$ cat config.mk
export PLATFORM = sky130hd
export DESIGN_NAME = spi_cmd_decoder_flat
export DESIGN_NICKNAME = d
export VERILOG_FILES = /design/src/rtl/spi_cmd_decoder_if.sv /design/src/rtl/spi_cmd_decoder.sv /design/src/flat_wrapper.sv
export SDC_FILE = /design/constraint.sdc
export NUM_CORES = 1
export LEC_CHECK = 0
export ABC_AREA = 1
export CORE_ASPECT_RATIO = 1.1
export CORE_MARGIN = 5
export CORE_UTILIZATION = 40
export CTS_CLUSTER_SIZE = 10
export DETAILED_ROUTE_END_ITERATION = 16
export SLEW_MARGIN = 30
export SYNTH_ARGS = -nofsm -noshare
export SYNTH_HDL_FRONTEND = slang
export SYNTH_SLANG_ARGS = --single-unit
$ cat constraint.sdc
create_clock -name clk -period 2.73 [get_ports clk]
set_input_delay 0.546 -clock clk [delete_from_list [all_inputs] [get_ports clk]]
set_output_delay 0.546 -clock clk [all_outputs]
set_load 0.01 [all_outputs]
$ cat src/rtl/spi_cmd_decoder_if.sv
// Word-level handshake between the SPI slave (master modport) and the command decoder (slave modport).
`timescale 1ns/1ps
interface spi_cmd_decoder_if #(
    parameter int DATA_SIZE = 16
);
    logic                 rx_valid;
    logic [DATA_SIZE-1:0] rx_data;
    logic                 tx_valid;
    logic [DATA_SIZE-1:0] tx_data;
    logic                 tx_ready;

    modport master (
        output rx_valid,
        output rx_data,
        output tx_ready,
        input  tx_valid,
        input  tx_data
    );

    modport slave (
        input  rx_valid,
        input  rx_data,
        input  tx_ready,
        output tx_valid,
        output tx_data
    );
endinterface

$ cat src/rtl/spi_cmd_decoder.sv
// Parses SPI receive words into header+payload command frames, buffers WRITE data
// and streams READ/SUM/error responses back to the SPI slave transmit side.
`timescale 1ns/1ps
module spi_cmd_decoder #(
    parameter int                   DATA_SIZE  = 16,
    parameter int                   BUF_DEPTH  = 16,
    parameter int                   ADDR_WIDTH = 4,
    parameter logic [DATA_SIZE-1:0] ERR_WORD   = 16'hDEAD
) (
    input  logic             clk,
    input  logic             rst_n,
    input  logic             cs,
    spi_cmd_decoder_if.slave bus,
    output logic             busy,
    output logic             err,
    output logic             frame_done
);

    localparam logic [3:0] OP_NOP   = 4'h0;
    localparam logic [3:0] OP_WRITE = 4'h1;
    localparam logic [3:0] OP_READ  = 4'h2;
    localparam logic [3:0] OP_SUM   = 4'h3;
    localparam logic [7:0] LP_DEPTH = 8'(BUF_DEPTH);

    typedef enum logic [2:0] {
        S_IDLE,
        S_RX_PAYLOAD,
        S_SUM,
        S_TX_LOAD,
        S_TX_WAIT,
        S_TX_GAP
    } state_t;

    state_t               r_state;
    logic                 r_cs_meta;
    logic                 r_cs_sync;
    logic                 r_rx_vld_d;
    logic                 r_tx_rdy_d;
    logic [7:0]           r_len;
    logic [7:0]           r_idx;
    logic [DATA_SIZE-1:0] r_sum;
    logic [DATA_SIZE-1:0] r_word;
    logic                 r_single;
    logic                 r_gap;
    logic                 r_tx_valid;
    logic [DATA_SIZE-1:0] r_tx_data;
    logic                 r_busy;
    logic                 r_err;
    logic                 r_frame_done;
    logic [DATA_SIZE-1:0] r_buf [BUF_DEPTH];

    logic                 w_word_ev;
    logic                 w_rdy_rise;
    logic [3:0]           w_opcode;
    logic [7:0]           w_hdr_len;
    logic                 w_too_long;
    logic [7:0]           w_clamp_len;
    logic [7:0]           w_idx_nxt;
    logic [DATA_SIZE-1:0] w_rd_word;
    logic                 w_buf_we;

    assign w_word_ev   = bus.rx_valid & ~r_rx_vld_d;
    assign w_rdy_rise  = bus.tx_ready & ~r_tx_rdy_d;
    assign w_opcode    = bus.rx_data[DATA_SIZE-1 -: 4];
    assign w_hdr_len   = bus.rx_data[7:0];
    assign w_too_long  = (w_hdr_len > LP_DEPTH);
    assign w_clamp_len = w_too_long ? LP_DEPTH : w_hdr_len;
    assign w_idx_nxt   = r_idx + 8'd1;
    assign w_rd_word   = r_buf[r_idx[ADDR_WIDTH-1:0]];

    // Writes past the buffer end are consumed but dropped; an abort in the same cycle drops the word.
    assign w_buf_we = (r_state == S_RX_PAYLOAD) && w_word_ev && !r_cs_sync && (r_idx < LP_DEPTH);

    assign bus.tx_valid = r_tx_valid;
    assign bus.tx_data  = r_tx_data;
    assign busy         = r_busy;
    assign err          = r_err;
    assign frame_done   = r_frame_done;

    // rx_valid edge register resets high so the slave's power-up valid level is not a word.
    always_ff @(posedge clk or negedge rst_n) begin
        if (!rst_n) begin
            r_cs_meta  <= 1'b1;
            r_cs_sync  <= 1'b1;
            r_rx_vld_d <= 1'b1;
            r_tx_rdy_d <= 1'b1;
        end else begin
            r_cs_meta  <= cs;
            r_cs_sync  <= r_cs_meta;
            r_rx_vld_d <= bus.rx_valid;
            r_tx_rdy_d <= bus.tx_ready;
        end
    end

    always_ff @(posedge clk) begin
        if (w_buf_we) begin
            r_buf[r_idx[ADDR_WIDTH-1:0]] <= bus.rx_data;
        end
    end

    always_ff @(posedge clk or negedge rst_n) begin
        if (!rst_n) begin
            r_state      <= S_IDLE;
            r_len        <= '0;
            r_idx        <= '0;
            r_sum        <= '0;
            r_word       <= '0;
            r_single     <= 1'b0;
            r_gap        <= 1'b0;
            r_tx_valid   <= 1'b0;
            r_tx_data    <= '0;
            r_busy       <= 1'b0;
            r_err        <= 1'b0;
            r_frame_done <= 1'b0;
        end else begin
            r_frame_done <= 1'b0;
            if ((r_state != S_IDLE) && r_cs_sync) begin
                r_state    <= S_IDLE;
                r_tx_valid <= 1'b0;
                r_busy     <= 1'b0;
            end else begin
                unique case (r_state)
                    S_IDLE: begin
                        if (w_word_ev) begin
                            r_idx <= '0;
                            r_len <= w_clamp_len;
                            if (w_too_long) begin
                                r_err <= 1'b1;
                            end
                            case (w_opcode)
                                OP_NOP: begin
                                    r_frame_done <= 1'b1;
                                end
                                OP_WRITE: begin
                                    if (w_hdr_len == 8'd0) begin
                                        r_frame_done <= 1'b1;
                                    end else begin
                                        // WRITE keeps the full length so every payload word is consumed.
                                        r_len   <= w_hdr_len;
                                        r_state <= S_RX_PAYLOAD;
                                        r_busy  <= 1'b1;
                                    end
                                end
                                OP_READ: begin
                                    if (w_hdr_len == 8'd0) begin
                                        r_frame_done <= 1'b1;
                                    end else begin
                                        r_single <= 1'b0;
                                        r_state  <= S_TX_LOAD;
                                        r_busy   <= 1'b1;
                                    end
                                end
                                OP_SUM: begin
                                    r_sum   <= '0;
                                    r_state <= S_SUM;
                                    r_busy  <= 1'b1;
                                end
                                default: begin
                                    r_err    <= 1'b1;
                                    r_single <= 1'b1;
                                    r_word   <= ERR_WORD;
                                    r_len    <= 8'd1;
                                    r_state  <= S_TX_LOAD;
                                    r_busy   <= 1'b1;
                                end
                            endcase
                        end
                    end
                    S_RX_PAYLOAD: begin
                        if (w_word_ev) begin
                            r_idx <= w_idx_nxt;
                            if (w_idx_nxt == r_len) begin
                                r_frame_done <= 1'b1;
                                r_state      <= S_IDLE;
                                r_busy       <= 1'b0;
                            end
                        end
                    end
                    S_SUM: begin
                        if (r_idx == r_len) begin
                            r_word   <= r_sum;
                            r_single <= 1'b1;
                            r_idx    <= '0;
                            r_len    <= 8'd1;
                            r_state  <= S_TX_LOAD;
                        end else begin
                            r_sum <= r_sum + w_rd_word;
                            r_idx <= w_idx_nxt;
                        end
                    end
                    S_TX_LOAD: begin
                        r_tx_data  <= r_single ? r_word : w_rd_word;
                        r_tx_valid <= 1'b1;
                        r_state    <= S_TX_WAIT;
                    end
                    S_TX_WAIT: begin
                        if (w_rdy_rise) begin
                            r_tx_valid <= 1'b0;
                            r_idx      <= w_idx_nxt;
                            r_gap      <= 1'b0;
                            r_state    <= S_TX_GAP;
                        end
                    end
                    S_TX_GAP: begin
                        // Two idle cycles so the slave sees a fresh valid edge on the next word.
                        if (!r_gap) begin
                            r_gap <= 1'b1;
                        end else if (r_idx == r_len) begin
                            r_frame_done <= 1'b1;
                            r_state      <= S_IDLE;
                            r_busy       <= 1'b0;
                        end else begin
                            r_state <= S_TX_LOAD;
                        end
                    end
                    default: begin
                        r_state <= S_IDLE;
                        r_busy  <= 1'b0;
                    end
                endcase
            end
        end
    end

endmodule

$ cat src/flat_wrapper.sv
// flat-port wrapper written by rule: the top's interface ports become plain ports
module spi_cmd_decoder_flat 
#(
    parameter int                   DATA_SIZE  = 16,
    parameter int                   BUF_DEPTH  = 16,
    parameter int                   ADDR_WIDTH = 4,
    parameter logic [DATA_SIZE-1:0] ERR_WORD   = 16'hDEAD
)
  (clk, rst_n, cs, busy, err, frame_done, bus_rx_valid, bus_rx_data, bus_tx_ready, bus_tx_valid, bus_tx_data);
  spi_cmd_decoder_if #(.DATA_SIZE(DATA_SIZE)) bus_i ();
  input  logic clk;
  input  logic rst_n;
  input  logic cs;
  output logic busy;
  output logic err;
  output logic frame_done;
  input wire logic [$bits(bus_i.rx_valid)-1:0] bus_rx_valid;
  input wire logic [$bits(bus_i.rx_data)-1:0] bus_rx_data;
  input wire logic [$bits(bus_i.tx_ready)-1:0] bus_tx_ready;
  output wire logic [$bits(bus_i.tx_valid)-1:0] bus_tx_valid;
  output wire logic [$bits(bus_i.tx_data)-1:0] bus_tx_data;
  assign bus_i.rx_valid = bus_rx_valid;
  assign bus_i.rx_data = bus_rx_data;
  assign bus_i.tx_ready = bus_tx_ready;
  assign bus_tx_valid = bus_i.tx_valid;
  assign bus_tx_data = bus_i.tx_data;
  spi_cmd_decoder #(.DATA_SIZE(DATA_SIZE), .BUF_DEPTH(BUF_DEPTH), .ADDR_WIDTH(ADDR_WIDTH), .ERR_WORD(ERR_WORD)) u_core (.clk(clk), .rst_n(rst_n), .cs(cs), .bus(bus_i), .busy(busy), .err(err), .frame_done(frame_done));
endmodule
==> summary.txt <==
outcome -> complete, but fails checks
failing checks -> negative setup slack
Syn Nets -> 1,499
critical path class -> reg2reg
DRC -> 0
CTS hold repair buffers -> 0
crit start category -> flop
Final setup viols -> 8
Int Pwr -> 12.8 mW
synthesized cell area -> 14,800 µm²
Clk network pwr share -> 0.234
CP arrival -> 3290 ps
root buf cell -> clkbuf_16
Cell Rows -> 73
Slew headroom -> 0.596
# H-tree levels -> 2
Sequential Area -> 9620 µm²
Final Slew Violations -> 0
chip width -> 193 µm
Final Wtd Congestion -> 0.878
P_leak -> 7.54 nW
fin area -> 19,200 µm²
vias in the first global route -> 10,900
first-pass GRT wire length -> 63.8 mm
wire per inst -> 19.8 µm
unrepaired setup endpoints after global routing -> yes
max_cap viols -> 0
placed inst area -> 16,800 µm²
PD cells -> 1070 nW/µm²
Clock Sinks -> 333
combinational fraction of design power -> 0.457
YS warnings -> 0
CTS Buffer Depth -> 3
antenna diode count -> 0
Hold WC Path Type -> in2async
All-Layer GR Usage -> 0.200
Placed Cells incl. Taps -> 2,046
Layout Cells excl Fill -> 2,137
Sequential Power Share -> 0.309
Worst Path Required -> 3200 ps
Core ar. -> 36,400 µm²
initial antenna violation count -> 0
dominant synthesized flop cell -> edfxtp_1
Final Hold Viols -> 0
switching share of power -> 0.373
fraction of final layout cells sized beyond drive strength 1 -> 0.235
Synth cell types -> 43
most frequent cells in the layout -> nand2_1, edfxtp_1, nor2_1
Via Count -> 11,100
TritonCTS clock tree -> built
Util after Layout -> 0.527
multi-input combinational cell area -> 5290 µm²
Final ANT Viol Nets -> 0
Syn Inst Count -> 1,455
pre-CTS WS -> -400 ps
Peak VDD IR -> 0.000467 V
post-synthesis sequential area ratio -> 0.650
max frequency -> 354 MHz
FF+latch count, synth -> 333
Worst Path Max Fanout -> 6
die area -> 40,900 µm²
fillers -> 3,171
most common cell after layout, fill and taps aside -> nand2_1
largest net degree at the start of global routing -> 61
Sw Pwr -> 7.62 mW
clock skew -> 18.1 ps
worst slew pin tran -> 606 ps
grt ovf -> 0
total power -> 20.4 mW
nets -> 1,677
WL final -> 42.3 mm
Initial Utilization -> 0.407
height of the chip -> 212 µm
first-pass iteration count of the detailed router -> 6
worst setup margin -> -91.8 ps
number of synthesized flops with an enable pin -> 256
P&R area growth vs syn -> 29.6%
syn_area_per_cell -> 10.2 µm²
Final period util -> 1.03
CP endpoint kind -> flop
Num CTS Buffers -> 40
Worst-Skew Late Latency -> 540 ps
dpl hpwl -> 26.3 mm
clock-pin slew on the worst setup and hold paths -> 60 ps
IO Count -> 41
asr flop ratio synth -> 0.231
Avg Vias per Cell -> 5.21
DRT iter0 DRCs -> 916
I/O Buffers -> 40
min Tclk post-route -> 2820 ps
logic make-up (layout without fill, tap and decap cells):
kind of cell | count (synthesis) | after routing | share of synthesized area
xor+xnor | 6 | 6 | 0.00355
flops | 333 | 333 | 0.650
compound gates | 315 | 315 | 0.114
simple gates | 625 | 625 | 0.170
buf+inv | 153 | 348 | 0.0425
fa+ha+maj | 23 | 23 | 0.0200
timing repair:
| item | in CTS | in global routing |
|---|---|---|
| pin swaps | 29 | 58 |
| setup endpoints to repair | 12 | 12 |
| setup buffers | 8 | 16 |
| gates cloned | 6 | 3 |
| resized for setup | 112 | 150 |
power by group through the flow:
stage | sequential (mW) | clock [mW] | combinational, mW
2_1_floorplan | 6.30 | 0 | 4.37
3_3_place_gp | 6.35 | 0 | 7.12
3_5_place_dp | 6.36 | 0 | 7.20
4_1_cts | 6.30 | 4.86 | 8.28
5_1_grt | 6.37 | 5.07 | 10.2
6_report | 6.31 | 4.78 | 9.34
final cells by class:
class | count | share of cell area
sequential | 333 | 0.502
tap | 487 | 0.0318
clock inverter | 6 | 0.00457
clock buffer | 53 | 0.0553
inverter | 92 | 0.0189
multi-input combinational | 969 | 0.276
timing repair buffer | 197 | 0.111
cell usage after synthesis (4+ instances only):
cell type	instances	area (µm²)
a21oi_1	53	265
a31oi_1	4	25.0
buf_2	19	95.1
clkbuf_1	34	128
dfrtp_1	73	1830
dfstp_2	4	105
edfxtp_1	256	7690
ha_1	22	275
inv_1	90	338
nand2_1	299	1120
nand3_1	48	240
nand3b_1	4	30.0
nand4_1	5	31.3
nor2_1	246	923
nor3_1	10	50.1
o21ai_0	180	901
o21ai_1	25	125
o22ai_1	35	219
per-stage QoR:
step	setup TNS (ps)	hold WS (ps)
finish	-495	5.66
global route	-1860	41.5
CTS	-560	12.3
floorplan	0	250
detailed placement	-2890	349
global placement	-2210	346
registers in the layout, summed over array words and instances (netlist names), 3 cells and up:
name and flops:
u_core.bus.tx_data 16, u_core.r_sum 16, u_core.r_state 3, u_core.r_idx 8, u_core.r_len 8, u_core.r_word 16, u_core.r_buf 256
layer usage:
layer	GRT usage	vias to the layer above	share of wire
met5	0	-	0
met4	0.0676	0	0.029
met3	0.0310	77	0.047
met2	0.343	331	0.50
met1	0.260	5395	0.43
li1	-	5333	-
worst paths after layout:
check	to	depth (start not counted)	slack [ps]	from
max	u_core.r_sum[14]	18	-90	u_core.r_idx[0]
min	u_core.r_sum[12]	1	6	rst_n
max reg2reg	u_core.r_sum[14]	18	-90	u_core.r_idx[0]
min reg2reg	u_core.r_cs_sync	0	360	u_core.r_cs_meta
max in group asynchronous	u_core.r_rx_vld_d	2	2030	rst_n
min in group clk	u_core.r_cs_sync	0	360	u_core.r_cs_meta
worst max-delay path, cell delays in order (launching register included):
cell and delay, ps:
dfrtp_4 570, buf_6 170, buf_16 140, nor2_4 80, o22ai_2 60, nand2_1 70, nand2_2 60, nor2_4 110
inv_2 60, ha_4 170, fa_2 420, nand3_4 80, nand3_4 90, a31oi_4 240, nand3b_1 160, nand2_1 50
nand2_1 60, nand3_1 70, nand2_1 70
No activity file was read; power rests on OpenSTA's default activity.
==> RTL edit (same flow settings) <==
`DATA_SIZE` is set to 16 in 3 places; all go to 32.
--- a/src/rtl/spi_cmd_decoder_if.sv
+++ b/src/rtl/spi_cmd_decoder_if.sv
@@ -3,3 +3,3 @@
 interface spi_cmd_decoder_if #(
-    parameter int DATA_SIZE = 16
+    parameter int DATA_SIZE = 32
 );
--- a/src/rtl/spi_cmd_decoder.sv
+++ b/src/rtl/spi_cmd_decoder.sv
@@ -4,3 +4,3 @@
 module spi_cmd_decoder #(
-    parameter int                   DATA_SIZE  = 16,
+    parameter int                   DATA_SIZE  = 32,
     parameter int                   BUF_DEPTH  = 16,
--- a/src/flat_wrapper.sv
+++ b/src/flat_wrapper.sv
@@ -3,3 +3,3 @@
 #(
-    parameter int                   DATA_SIZE  = 16,
+    parameter int                   DATA_SIZE  = 32,
     parameter int                   BUF_DEPTH  = 16,
Ports: changed (resized bus_rx_data and bus_tx_data); port bits go from 41 to 73. The function was not compared with the original's and may differ.
==> RTL edit against the original RTL <==
The run still ends with setup timing left; largest cell class unchanged; critical path type unchanged; global-route usage increased by 2.4 points; critical path depth increased by 3; non-clock buffer count increased by 209; synthesized area increased by 89%; synthesized cell count increased by 86%; highest routed layer unchanged; total power increased by 130%; sequential cell count increased by 304; worst setup slack got worse by 0.29 ns; wire length increased by 100%; design area increased by 90%; maximum frequency decreased by 9.4%; via count increased by 92%.
==> RTL edit: results (changes against the original RTL) <==
- The final count of negative-setup-slack endpoints came to 28 (was 8).
- The pin slew with the least headroom to its limit is 0.7379 ns (was 0.6063 ns).
- The placer's final routability congestion estimate is 0.9065 (was 0.8783).
- The flip-flop and latch count after synthesis was 637 (was 333).
- The placed instance area was 32340 sq um (was 16830 sq um).
- The tightest hold margin is 0.3276 ns (was 0.005659 ns).
- The share of synthesized flip-flops with an asynchronous set or reset is 19.62% (was 23.12%).
- Area contributors post-synth: sky130_fd_sc_hd__edfxtp_1 (55%), sky130_fd_sc_hd__dfrtp_1 (11%), sky130_fd_sc_hd__nand2_1 (7.6%), sky130_fd_sc_hd__o21ai_0 (6.7%), sky130_fd_sc_hd__nor2_1 (6.2%) (was sky130_fd_sc_hd__edfxtp_1 (52%), sky130_fd_sc_hd__dfrtp_1 (12%), sky130_fd_sc_hd__nand2_1 (7.6%), sky130_fd_sc_hd__nor2_1 (6.2%), sky130_fd_sc_hd__o21ai_0 (6.1%)).
- The post-layout worst setup margin was -0.3856 ns (was -0.09182 ns).
- The CTS H-tree depth came to 3 (was 2).
- The count of multi-input gates is 1789 (was 969).
- The length of the first detailed-routing pass in iterations was 5 (was 6).
- The wire length on met1 is 35100 um (was 17990 um).
- The register fraction of the total cell area came to 50.74% (was 50.22%).
- The proportion of final cell area spent on non-clock buffers came to 11.86% (was 11.14%).
- The met1 layer usage reported by global route is 29.13% (was 26.03%).
- The layout net count was 3138 (was 1677).
- The number of enable-type register cells in the synthesized netlist is 512 (was 256).
- The maximum number of pins on one net before global-route repair is 55 (was 61).
- The aggregate routed wire length came to 85850 um (was 42310 um).
- The count of cells resized by post-cts repair was 261 (was 112).
- The fraction of layout instances using a drive strength above 1 is 23.56% (was 23.45%).
- The switching share of total power is 40.41% (was 37.28%).
- The number of CTS-inserted buffers is 75 (was 40).
- The ratio of total power to cell area is 1285 nW/um^2 (was 1066 nW/um^2).
- The placed wire-length estimate is 54900 um (was 26280 um).
- The largest voltage drop on the vdd net is 0.0005778 V (was 0.0004668 V).
- The sum of met3 wire segment lengths after detailed routing is 4496 um (was 2000 um).
- The global routing usage on met2 is 38.59% (was 34.33%).
- The signal arrival time at the worst endpoint is 3.67 ns (was 3.29 ns).
- The starting DRC count in detailed routing is 1840 (was 916).
- The final-layout clock buffer total came to 104 (was 53).
- Result of the run: finished, violations left (unchanged).
- Cell types with the highest counts after synthesis: sky130_fd_sc_hd__nand2_1 (569), sky130_fd_sc_hd__edfxtp_1 (512), sky130_fd_sc_hd__nor2_1 (458) (was sky130_fd_sc_hd__nand2_1 (299), sky130_fd_sc_hd__edfxtp_1 (256), sky130_fd_sc_hd__nor2_1 (246)).
- The clock-cell share of area is 6.062% (was 5.987%).
- The met2 wire length is 43260 um (was 21110 um).
- The post-placement worst setup slack came to -0.6641 ns (was -0.3999 ns).
- The number of cells on the worst reg-to-reg path is 21 (was 18).
- The highest fanout seen on the critical path was 15 (was 6).
- The total of fill cells in the finished design is 5947 (was 3171).
- Violated checks: setup timing (unchanged).
- The share of total power in the clock network was 19.5% (was 23.4%).
## RTL edit: cell types whose count changed after synthesis, moves of 8 or more
cell and delta:
sky130_fd_sc_hd__ha_1 +15, sky130_fd_sc_hd__inv_1 +56, sky130_fd_sc_hd__o21ai_0 +196, sky130_fd_sc_hd__a21oi_1 +38
sky130_fd_sc_hd__xnor2_1 +9, sky130_fd_sc_hd__nand3_1 +21, sky130_fd_sc_hd__edfxtp_1 +256, sky130_fd_sc_hd__nand3_2 +8
sky130_fd_sc_hd__nand2_1 +270, sky130_fd_sc_hd__dfrtp_1 +48, sky130_fd_sc_hd__nor2_1 +212, sky130_fd_sc_hd__o22ai_1 +42
sky130_fd_sc_hd__clkbuf_1 +60
## RTL edit: cells by family after synthesis
| kind of cell | share of synthesized area, % |
|---|---|
| buf+inv | 4.040 |
| xor+xnor | 0.5016 |
| compound gates | 11.21 |
| fa+ha+maj | 1.729 |
| flops | 66.25 |
| simple gates | 16.27 |
